$ cat config.mk
export PLATFORM = sky130hd
export DESIGN_NAME = memory_stage
export DESIGN_NICKNAME = d
export VERILOG_FILES = /design/src/rtl/memory_stage.sv
export SDC_FILE = /design/constraint.sdc
export NUM_CORES = 1
export LEC_CHECK = 0
export CORE_MARGIN = 2
export CORE_UTILIZATION = 41
export DETAILED_ROUTE_END_ITERATION = 12
export PLACE_DENSITY_LB_ADDON = 0.2
export SYNTH_ARGS = -nofsm -noshare
export SYNTH_HDL_FRONTEND = slang
export SYNTH_SLANG_ARGS = --single-unit
$ cat constraint.sdc
create_clock -name clock -period 2.75 [get_ports clock]
set_input_delay 0.4125 -clock clock [delete_from_list [all_inputs] [get_ports clock]]
set_output_delay 0.4125 -clock clock [all_outputs]
set_load 0.02 [all_outputs]
$ cat src/rtl/memory_stage.sv
// Memory-access stage: issues load/store requests to a single-port data memory,
// stalls upstream while an access is outstanding and registers the writeback bundle.
// Optional access timeout is enabled by defining MEM_TIMEOUT_EN.
module memory_stage #(
  parameter int TIMEOUT = 15
) (
  input  logic        clock,
  input  logic        reset,
  input  logic        ex_mem_readmem,
  input  logic        ex_mem_writemem,
  input  logic [31:0] ex_mem_regb,
  input  logic        ex_mem_selwsource,
  input  logic [4:0]  ex_mem_regdest,
  input  logic        ex_mem_writereg,
  input  logic [31:0] ex_mem_wbvalue,
  output logic        mem_stall,
  output logic [31:0] mem_addr,
  output logic [31:0] mem_wdata,
  output logic        mem_read,
  output logic        mem_write,
  input  logic [31:0] mem_rdata,
  input  logic        mem_ready,
  output logic [31:0] mem_wb_wbvalue,
  output logic [4:0]  mem_wb_regdest,
  output logic        mem_wb_writereg,
  output logic        mem_fault
);

  localparam logic [1:0] IDLE    = 2'd0;
  localparam logic [1:0] RD_WAIT = 2'd1;
  localparam logic [1:0] WR_WAIT = 2'd2;

  logic [1:0] state;
  logic       waiting;
  logic       timeout;

  assign waiting = (state != IDLE);

`ifdef MEM_TIMEOUT_EN
  localparam int CW = $clog2(TIMEOUT + 1);
  logic [CW-1:0] wait_cnt;

  // wait_cnt holds the number of stalled wait cycles already spent, so the
  // TIMEOUT-th stalled cycle is the one that gives up.
  assign timeout = waiting && !mem_ready && (wait_cnt == CW'(TIMEOUT - 1));

  always_ff @(posedge clock or negedge reset) begin
    if (!reset)                                wait_cnt <= '0;
    else if (!waiting || mem_ready || timeout) wait_cnt <= '0;
    else                                       wait_cnt <= wait_cnt + 1'b1;
  end

  always_ff @(posedge clock or negedge reset) begin
    if (!reset) mem_fault <= 1'b0;
    else        mem_fault <= timeout;
  end
`else
  assign timeout   = 1'b0;
  assign mem_fault = 1'b0;
`endif

  // Gated by reset so upstream is released the moment reset asserts,
  // even if it is still presenting a memory op.
  assign mem_stall = reset &
                     (((state == IDLE) && (ex_mem_readmem || ex_mem_writemem)) ||
                      (waiting && !mem_ready && !timeout));

  always_ff @(posedge clock or negedge reset) begin
    if (!reset) begin
      state           <= IDLE;
      mem_addr        <= '0;
      mem_wdata       <= '0;
      mem_read        <= 1'b0;
      mem_write       <= 1'b0;
      mem_wb_wbvalue  <= '0;
      mem_wb_regdest  <= '0;
      mem_wb_writereg <= 1'b0;
    end else begin
      case (state)
        IDLE: begin
          if (ex_mem_writemem) begin
            // Store wins over a simultaneous load request.
            mem_write       <= 1'b1;
            mem_addr        <= ex_mem_wbvalue;
            mem_wdata       <= ex_mem_regb;
            mem_wb_writereg <= 1'b0;
            state           <= WR_WAIT;
          end else if (ex_mem_readmem) begin
            mem_read        <= 1'b1;
            mem_addr        <= ex_mem_wbvalue;
            mem_wb_writereg <= 1'b0;
            state           <= RD_WAIT;
          end else begin
            mem_wb_wbvalue  <= ex_mem_wbvalue;
            mem_wb_regdest  <= ex_mem_regdest;
            mem_wb_writereg <= ex_mem_writereg;
          end
        end
        RD_WAIT, WR_WAIT: begin
          if (mem_ready) begin
            mem_wb_wbvalue  <= (state == RD_WAIT && ex_mem_selwsource) ? mem_rdata
                                                                        : ex_mem_wbvalue;
            mem_wb_regdest  <= ex_mem_regdest;
            mem_wb_writereg <= ex_mem_writereg;
            mem_read        <= 1'b0;
            mem_write       <= 1'b0;
            state           <= IDLE;
          end else if (timeout) begin
            mem_wb_writereg <= 1'b0;
            mem_read        <= 1'b0;
            mem_write       <= 1'b0;
            state           <= IDLE;
          end else begin
            mem_wb_writereg <= 1'b0;
          end
        end
        default: begin
          mem_read        <= 1'b0;
          mem_write       <= 1'b0;
          mem_wb_writereg <= 1'b0;
          state           <= IDLE;
        end
      endcase
    end
  end

endmodule

==> metrics.txt <==
Gate Count Post-Synth=~280; Seq cells post-synth=~110; CTS tree=built; Clock Path Buffers=2; worst-margin pin slew=roughly 0.73 ns; die width=roughly 110 µm; largest net degree at the start of global routing=57; Root Buffer=clkbuf_8; H-tree levels=3; LEAKAGE=between 2 and 3 nW; Die Area=approximately 12000 µm²; crit-path most repeated cell=o21ai_0; setup_tns=0 ns; detailed-route DRC error count=0; Worst Path Arrival=between 2 and 2.5 ns; diode count=0; final hold violation count=0; Inserted Clock Buffers=9; Required @ worst endpoint=2.34 ns; setup bufs post-CTS=0; crit path capture type=output port; FF-to-FF End=mem_wb_wbvalue[19]; Max Fanout on Critical Path=4; period utilization=roughly nine tenths; P&R area growth vs syn=54.8%; drt wl/cell=about 17 µm; Post-Syn Area=approximately 4500 µm²; hold crit path type=in -> async; Clock transition at path regs=approximately 0.09 ns; crit path launch=state[0]; # resized after CTS=0; RR Startpoint=state[0]; Fin Hold WS=0.162 ns; fillers=858; Total Routing Usage GR=19.4%; Reg2Reg Setup Slack=approximately 0.54 ns; YS warnings=0; Worst VDD drop=0.000602 V; Cell Chain, Critical Path=inv_1, ha_1, o21ai_0, o21ai_0, and2_1, clkdlybuf4s50_1; fmax=~410 MHz; final net count=just over 600; count of input and output buffers=212; Largest stage delay, worst path=about 0.60 ns; final wirelength=between 10000 and 15000 µm; Detailed Route Iter0 Violations=~120; post-route ant nets=0; footprint of the multi-input gates=between 1500 and 2000 µm²; Die Ht=about 110 µm; placement row count=38; Net Count, Synth=396; worst relative slew slack=approximately half; vias in the first global route=about 3300; Pwr Density=1210 nW/µm²; I/O pin cnt=between 200 and 250; worst path buffer plus inverter count=2; hpwl dp=about 8000 µm; global-route wire length before repair=roughly 18000 µm; Sink Count=between 100 and 150; Worst Setup Path Type=reg -> out; antenna violations before repair=0; RSZ-0062 raised after global routing=no; Placer Congestion=0.707; First-pass DRT Iterations=4; # hold bufs at CTS=0; synthesized area per cell=between 15 and 20 µm²; crit start category=register; Clk Latency, worst-skew pair=0.36 ns; Unique masters post-synth=23; most frequent cells in the layout=clkdlybuf4s50_1, mux2_2, dfrtp_1; Top Family by Delay on Critical Path=buffers and inverters; Initial Util=a little over two fifths; slowest CP cell=clkdlybuf4s50_1; grt ovf=0; clock skew=between 0.005 and 0.006 ns; max_cap viols=0; pins over their slew limit=0; drt via density=between 4 and 5; outcome=completed; sequential area share after synthesis=58.6%; detailed-route via count=between 3000 and 4000; most common cell after layout, fill and taps aside=clkdlybuf4s50_1; layout cells sized above 1=31.6%; Setup Viol. Count Final=0; Register Area=2650 µm²; Final Critical Period=~2.4 ns; core area=around 11000 µm²; overall power=8.48 mW; r2r worst-path depth=6
[per-layer routing]
| layer | vias up | track usage, % | share of wire [%] |
|---|---|---|---|
| met5 | - | 0 | 0 |
| met4 | 0 | 6.96 | 1.3 |
| met3 | 11 | 7.05 | 10 |
| met2 | 126 | 31.5 | 50 |
| met1 | 1550 | 23.8 | 39 |
| li1 | 1439 | - | - |
[per-stage QoR]
step / instance area, µm² / utilization (%) / worst slack (ns) / std cells
4_1_cts: 7010 / 64.9 / 0.268 / 646
5_1_grt: 7010 / 64.9 / 0.161 / 646
3_5_place_dp: 6840 / 63.4 / 0.328 / 630
2_1_floorplan: 4530 / - / 0.548 / 284
3_3_place_gp: 6840 / 63.4 / 0.328 / 630
6_report: 7010 / 64.9 / 0.307 / 646
[how the worst max path moves through the flow]
stage                                    end  slack (ns)  cells after the start
after global placement             mem_stall        0.33                      5
after CTS                          mem_stall        0.27                      6
final                              mem_stall        0.31                      6
after floorplan           mem_wb_wbvalue[10]        0.55                      7
after global routing               mem_stall        0.16                      6
after detailed placement   mem_wb_regdest[0]        0.33                      5
[cell families after synthesis]
| kind of cell | after synthesis | synth area share, % |
|---|---|---|
| multiplexers | 133 | 34.7 |
| flip-flops | 106 | 58.6 |
| AO/OA/AOI/OAI | 13 | 1.99 |
| AND/OR/NAND/NOR | 10 | 1.35 |
| buffers and inverters | 17 | 2.16 |
| adder cells (fa/ha/maj) | 4 | 1.11 |
| other | 1 | 0.0828 |
[Yosys cell counts]
cell type,instances,area [µm²]
nand3_1,1,5.00
nor2b_1,2,12.5
nand2_1,1,3.75
and2_1,1,6.26
nor3b_1,2,15.0
mux2_1,1,11.3
a21oi_1,4,20.0
inv_1,3,11.3
mux2_4,20,300
and2_4,1,8.76
nand2b_1,1,6.26
ha_1,4,50.1
clkbuf_1,9,33.8
o21ai_0,5,25.0
mux2_2,112,1260
a31oi_1,2,12.5
buf_4,1,7.51
nor2_1,1,3.75
conb_1,1,3.75
a2111oi_4,1,27.5
buf_6,4,45.0
dfrtp_1,106,2650
o21ai_1,1,5.00
[flip-flops by register name (all words and copies together) (netlist names)]
name	flops
mem_addr	32
mem_read	1
mem_wb_regdest	5
mem_wb_wbvalue	32
mem_wb_writereg	1
mem_wdata	32
mem_write	1
state	2
[report_power, final]
group | total, mW | internal [mW] | switching, mW | leakage [nW]
combinational | 4.84 | 2.67 | 2.17 | 1.57
clock | 0.868 | 0.350 | 0.517 | 0.0851
sequential | 2.77 | 2.36 | 0.408 | 1.24
[cell type report]
cell class	instances	share of cell area (%)
well taps	140	2.50
flip-flops and latches	106	37.8
repair buffers	220	31.5
clock buffers	11	2.02
inverters	3	0.161
multi-input cells	161	25.6
clock inverters	5	0.428
(Power assumes the default switching activity.)
